[config.mk]
export PLATFORM = sky130hd
export DESIGN_NAME = freecell_move_sequencer
export DESIGN_NICKNAME = d
export VERILOG_FILES = /design/src/rtl/freecell_move_sequencer.sv
export SDC_FILE = /design/constraint.sdc
export NUM_CORES = 1
export LEC_CHECK = 0
export BUFFER_PORTS_ARGS = -buffer_cell sky130_fd_sc_hd__buf_2
export CORE_MARGIN = 4
export CORE_UTILIZATION = 54
export CTS_CLUSTER_DIAMETER = 150
export DETAILED_ROUTE_END_ITERATION = 16
export PLACE_DENSITY_LB_ADDON = 0.2
export SYNTH_ARGS = -nofsm -noshare
export SYNTH_HDL_FRONTEND = slang
export SYNTH_SLANG_ARGS = --single-unit
[constraint.sdc]
create_clock -name clock -period 2.03 [get_ports clock]
set_input_delay 0.1015 -clock clock [delete_from_list [all_inputs] [get_ports clock]]
set_output_delay 0.1015 -clock clock [all_outputs]
set_load 0.03 [all_outputs]
[src/rtl/freecell_move_sequencer.sv]
// Queues host-supplied moves and issues them one at a time to the freecell player,
// separating moves with idle gaps and reporting done/won status and move counts.
module freecell_move_sequencer #(
  parameter int DEPTH      = 16,
  parameter int GAP_CYCLES = 1,
  parameter int COUNT_W    = 8,
  localparam int AW        = $clog2(DEPTH),
  localparam int LW        = AW + 1
) (
  input  logic               clock,
  input  logic               reset_n,
  input  logic               push_valid,
  output logic               push_ready,
  input  logic [3:0]         push_source,
  input  logic [3:0]         push_dest,
  input  logic               start,
  input  logic               win,
  output logic [3:0]         source,
  output logic [3:0]         dest,
  output logic               busy,
  output logic               done,
  output logic               won,
  output logic [COUNT_W-1:0] move_count,
  output logic [COUNT_W-1:0] bad_count,
  output logic [LW-1:0]      fifo_level
);

  localparam int GW = (GAP_CYCLES > 1) ? $clog2(GAP_CYCLES) : 1;

  localparam logic [1:0] S_IDLE  = 2'd0;
  localparam logic [1:0] S_ISSUE = 2'd1;
  localparam logic [1:0] S_GAP   = 2'd2;
  localparam logic [1:0] S_DONE  = 2'd3;

  localparam logic [3:0]         IDLE_CODE = 4'b1100;
  localparam logic [COUNT_W-1:0] CNT_MAX   = {COUNT_W{1'b1}};

  logic [7:0]         mem_q [DEPTH];
  logic [AW-1:0]      wr_ptr_q, wr_ptr_d, rd_ptr_q, rd_ptr_d;
  logic [LW-1:0]      level_q, level_d;
  logic               ready_q, ready_d;
  logic [1:0]         state_q, state_d;
  logic [GW-1:0]      gap_q, gap_d;
  logic [3:0]         src_q, src_d, dst_q, dst_d;
  logic               busy_q, busy_d, done_q, done_d, won_q, won_d;
  logic [COUNT_W-1:0] mcnt_q, mcnt_d, bcnt_q, bcnt_d;

  logic       push_fire_s, pop_s, fifo_empty_s, head_bad_s, load_head_s;
  logic [7:0] head_s;

  assign push_fire_s  = push_valid && ready_q;
  assign pop_s        = (state_q == S_ISSUE);
  assign fifo_empty_s = (level_q == '0);
  assign head_s       = mem_q[rd_ptr_q];
  // A home code (11xx) as source can never be a legal move.
  assign head_bad_s   = (head_s[7:6] == 2'b11);

  // FIFO pointer, level and ready bookkeeping.
  always_comb begin
    wr_ptr_d = push_fire_s ? wr_ptr_q + AW'(1) : wr_ptr_q;
    rd_ptr_d = pop_s ? rd_ptr_q + AW'(1) : rd_ptr_q;
    case ({push_fire_s, pop_s})
      2'b10:   level_d = level_q + LW'(1);
      2'b01:   level_d = level_q - LW'(1);
      default: level_d = level_q;
    endcase
    ready_d = (level_d != LW'(DEPTH));
  end

  // Sequencer FSM, counters and next output code.
  always_comb begin
    state_d     = state_q;
    gap_d       = gap_q;
    won_d       = won_q;
    mcnt_d      = mcnt_q;
    bcnt_d      = bcnt_q;
    load_head_s = 1'b0;
    case (state_q)
      S_IDLE, S_DONE: begin
        if (start) begin
          mcnt_d = '0;
          bcnt_d = '0;
          won_d  = 1'b0;
          if (!fifo_empty_s) begin
            state_d     = S_ISSUE;
            load_head_s = 1'b1;
          end else begin
            state_d = S_DONE;
          end
        end else begin
          state_d = state_q;
        end
      end
      S_ISSUE: begin
        if (head_bad_s) begin
          bcnt_d = (bcnt_q == CNT_MAX) ? bcnt_q : bcnt_q + COUNT_W'(1);
        end else begin
          mcnt_d = (mcnt_q == CNT_MAX) ? mcnt_q : mcnt_q + COUNT_W'(1);
        end
        gap_d   = GW'(GAP_CYCLES - 1);
        state_d = S_GAP;
      end
      S_GAP: begin
        if (gap_q != '0) begin
          gap_d = gap_q - GW'(1);
        end else if (win) begin
          state_d = S_DONE;
          won_d   = 1'b1;
        end else if (fifo_empty_s) begin
          state_d = S_DONE;
          won_d   = 1'b0;
        end else begin
          state_d     = S_ISSUE;
          load_head_s = 1'b1;
        end
      end
      default: state_d = S_IDLE;
    endcase

    if (load_head_s && !head_bad_s) begin
      src_d = head_s[7:4];
      dst_d = head_s[3:0];
    end else begin
      src_d = IDLE_CODE;
      dst_d = IDLE_CODE;
    end
    done_d = (state_d == S_DONE);
    busy_d = (state_d == S_ISSUE) || (state_d == S_GAP);
  end

  // Move storage; contents need no reset since level gates every read.
  always_ff @(posedge clock) begin
    if (push_fire_s) begin
      mem_q[wr_ptr_q] <= {push_source, push_dest};
    end
  end

  // State and output registers.
  always_ff @(posedge clock or negedge reset_n) begin
    if (!reset_n) begin
      wr_ptr_q <= '0;
      rd_ptr_q <= '0;
      level_q  <= '0;
      ready_q  <= 1'b1;
      state_q  <= S_IDLE;
      gap_q    <= '0;
      src_q    <= IDLE_CODE;
      dst_q    <= IDLE_CODE;
      busy_q   <= 1'b0;
      done_q   <= 1'b0;
      won_q    <= 1'b0;
      mcnt_q   <= '0;
      bcnt_q   <= '0;
    end else begin
      wr_ptr_q <= wr_ptr_d;
      rd_ptr_q <= rd_ptr_d;
      level_q  <= level_d;
      ready_q  <= ready_d;
      state_q  <= state_d;
      gap_q    <= gap_d;
      src_q    <= src_d;
      dst_q    <= dst_d;
      busy_q   <= busy_d;
      done_q   <= done_d;
      won_q    <= won_d;
      mcnt_q   <= mcnt_d;
      bcnt_q   <= bcnt_d;
    end
  end

  assign push_ready = ready_q;
  assign source     = src_q;
  assign dest       = dst_q;
  assign busy       = busy_q;
  assign done       = done_q;
  assign won        = won_q;
  assign move_count = mcnt_q;
  assign bad_count  = bcnt_q;
  assign fifo_level = level_q;

endmodule
Word level (Yosys, flattened, before mapping) --
Memories as Yosys holds them, arrays and structs flattened. Index checks and enable logic that the tools add are counted.
Word-level totals: input port bits 13, memories kept 1, output and inout port bits 33, memory bits (writable) 128, flip-flop bits (word level) 44
Cells by class: reduce and logical (&&, ||, !) cells 13, add/subtract/negate cells 7, mux-type cells 29, equal/unequal tests 19
Memory list:
- mem_q | words 16, bits a word 8, read ports 1, clocked after Yosys merged registers in 0, wr ports 1, line 38 | logic [7:0] mem_q [DEPTH];
Operator list (count):
- $mux W8 | 5
- $pmux W8 S2 | 2
- $add A8 B1 Y8 const B | 2
- $eq A8 B8 Y1 const B | 2
- $eq A2 B2 Y1 const B | 6
- $reduce_and A4 Y1 | 3
- $mux W1 | 11
- $ne A2 B2 Y1 const B | 5
- $pmux W5 S2 | 1
- $add A4 B1 Y4 const B | 2
- $mux W2 | 4
- $mux W4 | 2
- $eq A2 B1 Y1 const B | 3
- $pmux W1 S2 | 3
- $pmux W2 S3 | 1
- $reduce_bool A2 Y1 | 3
- $add A5 B1 Y5 const B | 1
- $logic_not A5 Y1 | 1
- $ne A5 B5 Y1 const B | 1
- $sub A5 B1 Y5 const B | 1
- $ne A3 B3 Y1 const B | 1
- $logic_and A1 B1 Y1 | 2
- $logic_not A2 Y1 | 1
- $ne A2 B1 Y1 const B | 1
- other kinds (4) | 4

Logic depth before layout (Yosys ltp) --
depth after elaboration 7, depth in mapped cells 12, mapped depth without buffers 11

Worst setup path before layout --
Ideal clock, no wire load.
kind reg2reg, start register state_q[1], end register ready_q (netlist: push_ready), slack -0.181 ns, buffers on the path 1, data arrival time 2.125 ns, data required time 1.944 ns, setup time 0.086 ns, stages on the path, launching flop included 13, cell sequence dfrtp_1 > inv_1 > ha_1 > a21bo_2 > clkbuf_1 > xnor2_1 > ha_1 > a21oi_1 > xnor2_1 > xor2_1 > nand3b_1 > a21oi_1 > nand3b_1
On the way: cells in the longest elaborated chain, start to end 4
Ends and longest elaborated chain:
- start, declared | line 42 | logic [1:0] state_q, state_d;
- start signal, assigned | line 159 | state_q <= state_d;
- $eq A2 B1 Y1 * | line 52 | assign pop_s = (state_q == S_ISSUE);
- $eq A2 B1 Y1 / $eq A2 B2 Y1 (equally long branches) | line 62 | case ({push_fire_s, pop_s})
- $pmux W5 S2 * | line 62
- $ne A5 B5 Y1 * | line 67 | ready_d = (level_d != LW'(DEPTH));
- via ready_d | line 41 | logic ready_q, ready_d;
- end signal, assigned | line 158 | ready_q <= ready_d;
- end, declared | line 41
Mark *: on every way through the listed nets, which the timed path passes. The rest lies on a longest branch. A chain may end at the register's enable or synchronous reset.

Worst setup path in the final report --
start register rd_ptr_q[0], end register mcnt_q[5] (netlist: move_count[5])
On the way: cells in the longest elaborated chain, start to end 4
Ends and longest elaborated chain:
- start, declared | line 39 | logic [AW-1:0] wr_ptr_q, wr_ptr_d, rd_ptr_q, rd_ptr_d;
- start signal, assigned | line 156 | rd_ptr_q <= rd_ptr_d;
- $mem_v2 Z16 W8
- $eq A2 B2 Y1 | line 56 | assign head_bad_s = (head_s[7:6] == 2'b11);
- $ne A2 B2 Y1 (no line)
- $reduce_and A4 Y1 (no line)
- end signal, assigned | line 166 | mcnt_q <= mcnt_d;
- end, declared | line 46 | logic [COUNT_W-1:0] mcnt_q, mcnt_d, bcnt_q, bcnt_d;
No other way between the ends.

==> results.ini <==
[final_layout]
most-common-layout-cells = edfxtp_1 (128), buf_4 (50), buf_2 (45)
area_growth_pct = 21.4
nNetsFinal = 564
final_common_cell = edfxtp_1
nFillCells = 915
drive_gt1_share_pct = 39.0
antenna_cells = 0

[placement]
io_buffers = 45
routabilityCongestion = 0.812
dpl.hpwl_um = 9670

[setup_path]
r2r-start = rd_ptr_q[0]
r2r_cells = 8
end_kind = flop
required_ps = 2350
start_kind = flop
r2r_end = move_count[5]
critPathMaxFanout = 7
worstPathArrival_ps = 2550
criticalPathCategory = flop to flop
r2r_slack_ps = -200

[min_path]
min-delay-start = win
min_to = won
hp-class = input port to flop
min_path_cells = 5

[global_route]
track_usage_pct = 20.3
overflow = 0
grt_max_degree = 44
grt_pass1_vias = 4342
antenna_found_initial = 0
grt_pass1_wl_um = 24000

[clock_tree]
cts_num_sinks = 171
cts_buffer_depth = 2
cts_root_buf = clkbuf_16
clk_pin_slew_ps = 70
clock_latency_ps = 420
htree_levels = 4
tritoncts = built
cts_buffers = 17

[pwr]
power_uw = 13200
max-vdd-ir-drop_mv = 0.660
powerDensity_nw_per_um2 = 1490
p_leak_uw = 0.00334

[route]
drt_iter0_markers = 354
first_pass_iters = 5
viasPerCell = 5.85
wl_per_cell_um = 20.8
finalWirelength_um = 15100
vias = 4253
drtAntennaViolNets = 0
route.detailed.drc = 0

[yosys]
syn_area_um2 = 7310
synth_edf_count = 128
synth_cell_type_count = 60
syn_area_per_cell_um2 = 16.9
yosys-top-cells-area = edfxtp_1 (53%), dfrtp_1 (13%), mux4_2 (11%)
async_reset_ff_share_pct = 25.1
synth_top_area_share_pct = 52.6
synth_ff_type = edfxtp_1
syn_nets = 459
yosys.area.top_type = edfxtp_1
yosysSeqAreaShare_pct = 67.4
synthCells = 433
ys_ff_latch = 171
synth.yosys.warnings = 0

[floorplan]
rows = 42
core_um2 = 13200
die_h_um = 124
num_io_pins = 46
dieArea_um2 = 15500
die_w_um = 124
start_util_pct = 55.2

[run]
drv_cap = 0

[sta]
slew_headroom_pct = 58.4
setup_tns_ps = -2620
layout_setup_ws_ps = -204
fin_crit_ps = 2230
drv_slew = 0
clock_skew_ps = 6.92
fin_crit_sh_pct = 110
worstMarginPinSlew_ps = 624
setup_viol = 22
hold_viol = 0
grt_setup_unrepaired = true
fmax_ghz = 0.448

[status]
violations = setup timing
outcome = finished, violations left

[area by class of cell]
cell class,instances,area [µm²],share of cell area [%]
Sequential cell,171,4930,55.5
Multi-Input combinational cell,234,2380,26.8
Timing Repair Buffer,106,774,8.72
Clock buffer,20,457,5.14
Tap cell,176,220,2.48
Clock inverter,12,88.8,1.00
Inverter,8,30.0,0.338
[how the worst max path moves through the flow]
stage           startpoint             to  slack (ps)  cells after the start
6_report       rd_ptr_q[0]  move_count[5]        -200                      8
5_1_grt        rd_ptr_q[0]  move_count[3]        -270                      6
4_1_cts        rd_ptr_q[0]  move_count[3]        -190                      6
3_5_place_dp   rd_ptr_q[0]  move_count[5]        -330                      8
3_3_place_gp   rd_ptr_q[0]  move_count[2]        -210                      7
2_1_floorplan  rd_ptr_q[0]  move_count[3]        -140                      8
[per-stage QoR]
stage	utilization [%]	instances	hold slack, ps	worst slack, ps	cell area, µm²
2_1_floorplan	-	433	-194	-138	7360
4_1_cts	66.7	727	24.2	-192	8830
3_5_place_dp	61.5	688	241	-331	8150
5_1_grt	67.0	727	44.9	-269	8880
6_report	67.0	727	43.3	-204	8880
3_3_place_gp	61.5	688	229	-215	8150
[sequential cells by signal, indices dropped and copies added, names as in the netlist, 2 cells and up]
| name | flops |
|---|---|
| wr_ptr_q | 4 |
| source | 4 |
| fifo_level | 5 |
| state_q | 2 |
| dest | 4 |
| move_count | 8 |
| rd_ptr_q | 4 |
| mem_q | 128 |
| bad_count | 8 |
[power by group]
part / switching (µW) / internal [µW]
Sequential: 417 / 4350
Combinational: 2820 / 2610
Clock: 1340 / 1650
[kinds of logic (layout without fill, tap and decap cells)]
logic type / Yosys count / after routing / synth area share, %
flip-flops: 171 / 171 / 67.4
adder cells (fa/ha/maj): 13 / 13 / 2.22
XOR/XNOR: 13 / 13 / 1.56
buffers and inverters: 28 / 146 / 1.83
multiplexers: 46 / 46 / 13.0
AO/OA/AOI/OAI: 52 / 52 / 5.39
AND/OR/NAND/NOR: 110 / 110 / 8.66
[layer usage]
layer	part of all wire, %	GRT usage (%)
met1	42	27.4
met2	52	33.6
met3	4.8	3.86
met4	1.5	6.45
met5	0	0
[Yosys cell counts (2+ instances only)]
| master | n |
|---|---|
| edfxtp_1 | 128 |
| dfrtp_1 | 38 |
| mux4_2 | 37 |
| nand2_1 | 18 |
| and2_1 | 16 |
| nor2_1 | 14 |
| clkbuf_1 | 13 |
| ha_1 | 13 |
| and3_1 | 11 |
| xnor2_1 | 9 |
| a21oi_1 | 8 |
| inv_1 | 8 |
| nand3_1 | 8 |
| nor2b_1 | 8 |
| o21ai_0 | 8 |
| mux2_2 | 7 |
| nor3b_1 | 6 |
| dfstp_2 | 5 |
| nor3_1 | 5 |
| a22o_1 | 4 |
| a31oi_1 | 4 |
| nand2b_1 | 4 |
| xor2_1 | 4 |
| a221o_1 | 3 |
| a22oi_1 | 3 |
| buf_6 | 3 |
| nand3b_1 | 3 |
| nand4_1 | 3 |
| o211ai_1 | 3 |
| or2_2 | 3 |
| a211o_1 | 2 |
| a311o_1 | 2 |
| a41oi_1 | 2 |
| buf_2 | 2 |
| nand3_2 | 2 |
| or2_1 | 2 |
[critical path, cell delays in order, from the launching register on]
cell and delay, ps:
dfrtp_2 490, buf_6 160, mux4_2 520, nand2_2 100
nand3_4 130, a21oi_4 210, buf_6 130, a41oi_2 140
a311oi_2 250
[what timing repair did]
item,CTS,global route
resized for setup,19,10
endpoints found under the hold margin,39,0
buffers inserted,5,0
pin swaps,5,8
hold buffers,2,0
setup endpoints to repair,25,25
Note: power is estimated with default switching activity, not from simulation.
